File: src/rtl/mc_pkg.sv
// mc_pkg: shared definitions for the memory arbiter slice.
// Holds the arbiter state encoding, the default address width,
// the default starvation limit, and the starvation counter width helper.
package mc_pkg;
    typedef enum logic [1:0] {
        IDLE    = 2'd0,
        GNT_IF  = 2'd1,
        GNT_MEM = 2'd2
    } mc_state_e;

    localparam int ADDR_W_DEF     = 18;
    localparam int STARVE_LIM_DEF = 3;

    // Wide enough to hold 0..lim, and never zero bits wide (lim=0 stays legal).
    function automatic int starve_w(input int lim);
        return $clog2(lim + 2);
    endfunction
endpackage

File: src/rtl/mc_prio_sel.sv
// mc_prio_sel: fetch/data priority selection with starvation override.
// Ports:
//   arb_en_i   - arbitration allowed this cycle (idle, or current transfer acking)
//   if_req_i   - fetch request level
//   mem_req_i  - data-port request level (read or write)
//   mask_if_i  - fetch was just served; its request line is stale this cycle
//   starve_i   - consecutive data grants issued while fetch waited
//   gnt_if_o   - grant fetch on this edge
//   gnt_mem_o  - grant data port on this edge
module mc_prio_sel
    import mc_pkg::*;
#(
    parameter int STARVE_LIM = STARVE_LIM_DEF,
    parameter int CNT_W      = starve_w(STARVE_LIM)
) (
    input  logic             arb_en_i,
    input  logic             if_req_i,
    input  logic             mem_req_i,
    input  logic             mask_if_i,
    input  logic [CNT_W-1:0] starve_i,
    output logic             gnt_if_o,
    output logic             gnt_mem_o
);
    logic if_v;
    logic mem_v;
    logic starved;

    // Fetch holds its line until it sees done, so on its own ack edge the line
    // is stale and must be masked. A data line is a plain level: if it is still
    // high it is a fresh request, bounded against fetch by the starvation limit.
    assign if_v      = arb_en_i & if_req_i & ~mask_if_i;
    assign mem_v     = arb_en_i & mem_req_i;
    assign starved   = if_v & (starve_i == CNT_W'(STARVE_LIM));
    assign gnt_if_o  = if_v & (~mem_v | starved);
    assign gnt_mem_o = mem_v & ~gnt_if_o;
endmodule

File: src/rtl/mem_arbiter.sv
// mem_arbiter: two-requester (fetch / data) arbiter in front of one memory port.
// Ports:
//   clock, reset                    - clock, asynchronous active-low reset
//   if_mc_en, if_mc_addr            - fetch read request (held until done) and address
//   mc_if_data, mc_if_done          - fetch read data, one-cycle completion pulse
//   mem_mc_read/write/addr/wdata    - data-port request levels, address, write data
//   mc_mem_data, mc_mem_done        - data-port read data, one-cycle completion pulse
//   mc_ram_req/we/addr/wdata        - memory request (held until ack) and its fields
//   ram_mc_ack, ram_mc_data         - memory completion and read data
// All outputs come straight from registers.
module mem_arbiter
    import mc_pkg::*;
#(
    parameter int ADDR_W     = ADDR_W_DEF,
    parameter int STARVE_LIM = STARVE_LIM_DEF
) (
    input  logic              clock,
    input  logic              reset,
    input  logic              if_mc_en,
    input  logic [ADDR_W-1:0] if_mc_addr,
    output logic [31:0]       mc_if_data,
    output logic              mc_if_done,
    input  logic              mem_mc_read,
    input  logic              mem_mc_write,
    input  logic [ADDR_W-1:0] mem_mc_addr,
    input  logic [31:0]       mem_mc_wdata,
    output logic [31:0]       mc_mem_data,
    output logic              mc_mem_done,
    output logic              mc_ram_req,
    output logic              mc_ram_we,
    output logic [ADDR_W-1:0] mc_ram_addr,
    output logic [31:0]       mc_ram_wdata,
    input  logic              ram_mc_ack,
    input  logic [31:0]       ram_mc_data
);
    localparam int CNT_W = starve_w(STARVE_LIM);

    mc_state_e         state_q;
    logic [CNT_W-1:0]  starve_q;
    logic [CNT_W-1:0]  starve_d;
    logic              req_q;
    logic              we_q;
    logic [ADDR_W-1:0] addr_q;
    logic [31:0]       wdata_q;
    logic [31:0]       if_data_q;
    logic [31:0]       mem_data_q;
    logic              if_done_q;
    logic              mem_done_q;
    logic              ack_hit;
    logic              gnt_if;
    logic              gnt_mem;

    // Ack only counts while a transfer is outstanding; outside a grant state
    // mc_ram_req is low and a stray ack is dropped.
    assign ack_hit = ram_mc_ack & (state_q != IDLE);

    mc_prio_sel #(
        .STARVE_LIM (STARVE_LIM),
        .CNT_W      (CNT_W)
    ) u_prio_sel (
        .arb_en_i  ((state_q == IDLE) | ack_hit),
        .if_req_i  (if_mc_en),
        .mem_req_i (mem_mc_read | mem_mc_write),
        .mask_if_i (ack_hit & (state_q == GNT_IF)),
        .starve_i  (starve_q),
        .gnt_if_o  (gnt_if),
        .gnt_mem_o (gnt_mem)
    );

    assign starve_d = gnt_if ? '0 :
                      (gnt_mem & if_mc_en & (starve_q != CNT_W'(STARVE_LIM))) ? starve_q + 1'b1 :
                      starve_q;

    always_ff @(posedge clock or negedge reset) begin
        if (!reset) begin
            state_q    <= IDLE;
            starve_q   <= '0;
            req_q      <= 1'b0;
            we_q       <= 1'b0;
            addr_q     <= '0;
            wdata_q    <= '0;
            if_data_q  <= '0;
            mem_data_q <= '0;
            if_done_q  <= 1'b0;
            mem_done_q <= 1'b0;
        end else begin
            if_done_q  <= 1'b0;
            mem_done_q <= 1'b0;
            starve_q   <= starve_d;
            if (ack_hit) begin
                state_q <= IDLE;
                req_q   <= 1'b0;
                if (state_q == GNT_IF) begin
                    if_done_q <= 1'b1;
                    if_data_q <= ram_mc_data;
                end else begin
                    mem_done_q <= 1'b1;
                    if (!we_q) mem_data_q <= ram_mc_data;
                end
            end
            // A grant on the ack edge overrides the drop above, giving
            // back-to-back transfers with no idle cycle.
            if (gnt_if || gnt_mem) begin
                state_q <= gnt_if ? GNT_IF : GNT_MEM;
                req_q   <= 1'b1;
                we_q    <= gnt_mem & mem_mc_write;
                addr_q  <= gnt_if ? if_mc_addr : mem_mc_addr;
                if (gnt_mem) wdata_q <= mem_mc_wdata;
            end
        end
    end

    assign mc_ram_req   = req_q;
    assign mc_ram_we    = we_q;
    assign mc_ram_addr  = addr_q;
    assign mc_ram_wdata = wdata_q;
    assign mc_if_data   = if_data_q;
    assign mc_if_done   = if_done_q;
    assign mc_mem_data  = mem_data_q;
    assign mc_mem_done  = mem_done_q;
endmodule

File: config.mk
export PLATFORM = sky130hd
export DESIGN_NAME = mem_arbiter
export DESIGN_NICKNAME = d
export VERILOG_FILES = /design/src/rtl/mc_pkg.sv /design/src/rtl/mc_prio_sel.sv /design/src/rtl/mem_arbiter.sv
export SDC_FILE = /design/constraint.sdc
export NUM_CORES = 1
export LEC_CHECK = 0
export BUFFER_PORTS_ARGS = -buffer_cell sky130_fd_sc_hd__buf_2
export CAP_MARGIN = 20
export CELL_PAD_IN_SITES_DETAIL_PLACEMENT = 0
export CELL_PAD_IN_SITES_GLOBAL_PLACEMENT = 1
export CORE_MARGIN = 3
export CORE_UTILIZATION = 37
export CTS_CLUSTER_DIAMETER = 40
export DETAILED_ROUTE_END_ITERATION = 10
export PLACE_DENSITY = 0.82
export SYNTH_ARGS = -nofsm -noshare
export SYNTH_HDL_FRONTEND = slang
export SYNTH_SLANG_ARGS = --single-unit
File: constraint.sdc
create_clock -name clock -period 2.5 [get_ports clock]
set_clock_uncertainty 0.15 [all_clocks]
set_input_delay 0.5 -clock clock [delete_from_list [all_inputs] [get_ports clock]]
set_output_delay 0.5 -clock clock [all_outputs]
set_load 0.01 [all_outputs]
Word-level counts from Yosys, hierarchy flattened
Cells that the tools add are included.
{"block": "word_totals", "elab_cells": 53, "ff_bits": 123, "out_inout_bits": 118, "input_bits": 106}
{"block": "op_classes", "mux": 12, "eq_ne": 3, "bitwise_logic": 19, "n_reduce_logical": 8, "addsub": 1}
{"operator": "2-to-1 mux 18 bit", "n": 1}
{"operator": "AND 1 bit", "n": 11}
{"operator": "2-to-1 mux 1 bit", "n": 6}
{"operator": "2-to-1 mux 2 bit", "n": 3}
{"operator": "2-to-1 mux 3 bit", "n": 2}
{"operator": "nonzero test 2 bit", "n": 3}
{"operator": "NOT 1 bit", "n": 5}
{"operator": "AND reduction 2 bit", "n": 2}
{"operator": "adder 3 x 1 -> 3 bit, second input constant", "n": 1}
{"operator": "== test 3 x 2 -> 1 bit, second input constant", "n": 1}
{"operator": "!= test 3 x 2 -> 1 bit, second input constant", "n": 1}
{"operator": "OR 1 bit", "n": 3}
{"operator": "AND reduction 3 bit", "n": 1}
{"operator": "== test 2 x 1 -> 1 bit, second input constant", "n": 1}
{"operator": "logical NOT 2 bit", "n": 1}
{"operator": "logical OR 1 bit", "n": 1}

Longest topological paths before layout
{"block": "depth", "word_depth": 14, "depth_mapped": 8}

Hierarchy
Synthesis repeated with hierarchy kept, for this count alone.
{"block": "unflattened", "cells_unflattened": 323, "hier_area_um2": 4999.8}
{"mod": "mem_arbiter", "instances": 1, "cells_per_inst": 318, "area_per_inst_um2": 4953.5}
{"mod": "mc_prio_sel", "instances": 1, "cells_per_inst": 5, "area_per_inst_um2": 46.3}

Worst setup path before layout
No wires, ideal clock.
{"block": "synth_path", "path_type": "flip-flop to flip-flop", "from": "register starve_q[0]", "to": "register addr_q[10] (netlist: mc_ram_addr[10])", "path_buffers": 1, "path_stages_with_launch": 8, "arrival_ns": 1.619, "slack_ns": 0.660, "cell_sequence": "dfrtp_1 -> ha_1 -> ha_1 -> o21bai_1 -> o2111ai_2 -> buf_6 -> o32ai_2 -> nor2_1"}
{"block": "synth_between", "elab_chain_len": 7, "word_cells_on_any_way": 8}
{"element": "from (decl)", "line_no": "mem_arbiter.sv:39", "rtl": "logic [CNT_W-1:0] starve_q;"}
{"element": "from (signal assigned)", "line_no": "mem_arbiter.sv:89", "rtl": "starve_q <= starve_d;"}
{"element": "== test 3 x 2 -> 1 bit (*)", "line_no": "mc_prio_sel.sv:33", "rtl": "assign starved = if_v & (starve_i == CNT_W'(STARVE_LIM));"}
{"element": "AND 1 bit (*)", "line_no": "mc_prio_sel.sv:33"}
{"element": "OR 1 bit (*)", "line_no": "mc_prio_sel.sv:34", "rtl": "assign gnt_if_o = if_v & (~mem_v | starved);"}
{"element": "AND 1 bit (*)", "line_no": "mc_prio_sel.sv:34"}
{"element": "NOT 1 bit", "line_no": "mc_prio_sel.sv:35", "rtl": "assign gnt_mem_o = mem_v & ~gnt_if_o;"}
{"element": "AND 1 bit", "line_no": "mc_prio_sel.sv:35"}
{"element": "logical OR 1 bit", "line_no": "mem_arbiter.sv:103", "rtl": "if (gnt_if || gnt_mem) begin"}
{"element": "to (signal assigned)", "line_no": "mem_arbiter.sv:107", "rtl": "addr_q <= gnt_if ? if_mc_addr : mem_mc_addr;"}
{"element": "to (decl)", "line_no": "mem_arbiter.sv:43", "rtl": "logic [ADDR_W-1:0] addr_q;"}
Every way passes the cells marked *; elsewhere a longest branch is shown, timed or not.
A chain may end at the register's enable or synchronous reset.

Worst setup path in the final report
{"block": "layout_path", "from": "register starve_q[0]", "to": "register addr_q[16] (netlist: mc_ram_addr[16])"}
Same word-level chain as after synthesis.

==> impl_metrics.yaml <==
yosys:
  netlist-cell-type-count: 31
  synth_warn: 0
  dominantRegCellSynth: "sky130_fd_sc_hd__dfrtp_1"
  synth_edf_count: 0
  postSynthCellCount: 326
  synth-seq-cells: 123
  async_reset_ff_share_pct: 100
  syn-mean-instance-area_um2: 15.5
  synthesis.area_mm2: 0.00504
  syn-num-nets: 434
  synth_sequential_area_ratio_pct: 61.1
hold_path:
  min-delay-path-class: "in2reg"
  min-delay-start: "ram_mc_data[2]"
  hold_path_end: "mc_if_data[2]$_DFFE_PN0P_"
  worstHoldPathCells: 2
setup_path:
  cp_top_family: "compound AO/OA/AOI/OAI gates"
  worstSetupPathType: "reg2reg"
  r2r_end: "mc_ram_addr[16]$_DFFE_PN0P_"
  worst_setup_path_end_kind: "flip-flop"
  start_kind: "flip-flop"
  cell_at_the_slowest_stage_of_the_critical_path: "sky130_fd_sc_hd__o2111ai_2"
  crit_path_max_incr_delay_ns: 0.46
  critPathMaxFanout: 11
  list_of_cells_traversed_by_the_critical_path: "ha_1 > ha_1 > o21bai_1 > o2111ai_2 > buf_12 > o32ai_2 > nor2_1"
  worst-r2r-setup-slack_ns: 0.44
  worst-r2r-cell-count: 7
  cp.buffers_inverters: 1
  crit_top_cell: "sky130_fd_sc_hd__ha_1"
  worst_ep_arrival_time_ns: 2.25
  crit-reg2reg-launch: "starve_q[0]$_DFFE_PN0P_"
  timing.critical_path.required_ns: 2.68
die:
  die_y_um: 123
  dieWidth_um: 123
  initial_utilization_pct: 37.9
  placement_rows: 42
  top_level_ports: 224
  core_mm2: 0.0133
  die_area_mm2: 0.0151
cts:
  tritoncts.num_buffers: 17
  worstSkewPairLatency_ns: 0.41
  tritoncts_clock_tree: "yes"
  cts_htree_levels: 4
  clockBufferDepth: 2
  postCtsResizedCells: 0
  cts_root_buf: "sky130_fd_sc_hd__clkbuf_16"
  clock_sink_count: 123
  clk_transition_reported_paths_ns: 0.06
power:
  total_power_mw: 8.00
  p_seq_share_pct: 37.9
  leakage_nw: 3.45
  pwr-share-clk_pct: 33.6
  ir_worst_vdd_uv: 422
  swShare_pct: 29.3
  power.internal_mw: 5.66
  power_density_mw_per_mm2: 1140
  power_frac_comb_pct: 28.5
  switchingPower_mw: 2.34
sta:
  worst_pin_slew_ns: 0.688
  fmax_mhz: 485
  finalSetupViolCount: 0
  slew_headroom_pct: 54.1
  setup_ws_ns: 0.436
  timing_hold_violations_final: 0
  drv_slew: 0
  finalHoldWorstSlack_ns: 0.169
  fin_tns_setup_ns: 0
  final.min_clock_period_ns: 2.06
  final_min_period_over_clock_period_pct: 82.6
  rsz0062_at_grt: "false"
finish:
  drive_above_1_share_pct: 62.5
  ff_latch_area_mm2: 0.00308
  multi_input_area_mm2: 0.00179
  net_count_final: 671
  fin_util_pct: 52.9
  fillCellCount: 1138
  synthesis_to_layout_area_growth_pct: 39.4
routing:
  detailed_routing_iterations_pass_1: 4
  vias: 3554
  via_per_inst: 4.72
  postRouteAntennaNets: 0
  avgRoutedWirePerCell_um: 15.7
  drc_markers: 0
  wirelength_um: 11800
  detail_route.iter0.violations: 104
placement:
  placement.setup.worst_slack_ns: 0.388
  dpl.hpwl_um: 8670
  io_buffers: 223
  globalplace.congestion: 0.725
global_routing:
  grt.overflow.total: 0
  grt_max_degree: 55
  grt.total_usage_pct: 15.5
  antenna_found_initial: 0
  grt_pass1_wl_um: 18000
  grt_pass1_vias: 3600
flow_run:
  max-cap-violations: 0
run_status:
  run_status: "complete, no violations"
## metrics by stage
stage / cells / area (um2)
final: 753 / 7030
after global routing: 752 / 7030
after CTS: 752 / 7030
after detailed placement: 719 / 6360
after global placement: 719 / 6360
after floorplan: 326 / 5040
## metal layers
metal	up-vias	GRT usage, %	part of all wire (%)
met5	-	0	0
met4	0	6.72	1.7
met3	16	4.93	7.3
met2	133	26.4	52
met1	1765	18.0	39
li1	1640	-	-
## power by group through the flow
stage	Combinational (mW)	Sequential, mW	Clock, mW
floorplan	0.978	3.37	0
global placement	2.26	3.03	0
detailed placement	2.32	3.07	0
CTS	2.33	3.04	2.75
global route	2.48	3.11	2.84
finish	2.28	3.03	2.69
## final cells by class
class | instances | share of cell area (%)
flip-flops and latches | 123 | 43.8
clock buffers | 18 | 6.25
clock inverters | 14 | 3.10
multi-input cells | 181 | 25.5
well taps | 176 | 3.13
diodes | 1 | 0.0356
inverters | 6 | 0.320
repair buffers | 234 | 17.8
## layout by cell type, fill, tap and decap left out, types with 3 or more instances in the layout
master                         n
sky130_fd_sc_hd__buf_12        4
sky130_fd_sc_hd__buf_2       222
sky130_fd_sc_hd__buf_4         7
sky130_fd_sc_hd__bufinv_16     5
sky130_fd_sc_hd__clkbuf_16    17
sky130_fd_sc_hd__clkinv_4      3
sky130_fd_sc_hd__clkinvlp_4    3
sky130_fd_sc_hd__dfrtp_1     123
sky130_fd_sc_hd__inv_1         6
sky130_fd_sc_hd__mux2_1       17
sky130_fd_sc_hd__mux2_2       50
sky130_fd_sc_hd__mux2_4       29
sky130_fd_sc_hd__nand2_1       4
sky130_fd_sc_hd__nor2_1       39
sky130_fd_sc_hd__o21ai_0       4
sky130_fd_sc_hd__o32ai_1       9
sky130_fd_sc_hd__o32ai_2      10
## registers in the layout, summed over array words and instances, names as in the netlist
register	count
mc_if_data	32
mc_mem_data	32
mc_ram_wdata	32
mc_ram_addr	18
starve_q	3
state_q	2
mc_if_done	1
mc_mem_done	1
mc_ram_req	1
mc_ram_we	1
## worst max path at each step
stage | from | end | slack [ns] | cells past startpoint
final | starve_q[0]$_DFFE_PN0P_ | mc_ram_addr[16]$_DFFE_PN0P_ | 0.44 | 7
after global placement | ram_mc_ack | mc_ram_wdata[10]$_DFFE_PN0P_ | 0.42 | 6
after floorplan | starve_q[0]$_DFFE_PN0P_ | mc_ram_addr[10]$_DFFE_PN0P_ | 0.66 | 7
after detailed placement | ram_mc_ack | mc_ram_wdata[10]$_DFFE_PN0P_ | 0.39 | 6
after CTS | starve_q[0]$_DFFE_PN0P_ | mc_ram_addr[16]$_DFFE_PN0P_ | 0.43 | 7
after global routing | starve_q[0]$_DFFE_PN0P_ | mc_ram_addr[16]$_DFFE_PN0P_ | 0.31 | 7
## synthesized netlist by cell type (2+ instances only)
| cell | count | area, um2 |
|---|---|---|
| sky130_fd_sc_hd__dfrtp_1 | 123 | 3080 |
| sky130_fd_sc_hd__mux2_2 | 50 | 563 |
| sky130_fd_sc_hd__nor2_1 | 39 | 146 |
| sky130_fd_sc_hd__mux2_4 | 29 | 435 |
| sky130_fd_sc_hd__mux2_1 | 17 | 191 |
| sky130_fd_sc_hd__o32ai_1 | 10 | 87.6 |
| sky130_fd_sc_hd__o32ai_2 | 9 | 146 |
| sky130_fd_sc_hd__buf_2 | 6 | 30.0 |
| sky130_fd_sc_hd__inv_1 | 6 | 22.5 |
| sky130_fd_sc_hd__buf_6 | 5 | 56.3 |
| sky130_fd_sc_hd__nand2_1 | 4 | 15.0 |
| sky130_fd_sc_hd__o21ai_0 | 4 | 20.0 |
| sky130_fd_sc_hd__buf_12 | 3 | 60.1 |
| sky130_fd_sc_hd__clkbuf_1 | 2 | 7.51 |
| sky130_fd_sc_hd__ha_1 | 2 | 25.0 |
| sky130_fd_sc_hd__nand2b_1 | 2 | 12.5 |
## what timing repair did
action,CTS,global route
hold buffers,1,0
endpoints found under the hold margin,34,0
buffers inserted,0,0
## logic make-up (layout without fill, tap and decap cells)
family                   count (synthesis)  after routing  synth area share (%)
flip-flops                             123            123                  61.1
multiplexers                            97             97                  23.8
AND/OR/NAND/NOR                         52             52                  4.86
AO/OA/AOI/OAI                           30             30                  6.28
buffers and inverters                   22            272                  3.50
adder cells (fa/ha/maj)                  2              2                 0.496
other                                    0              1                     0
Power figures use the tool's default switching activity.
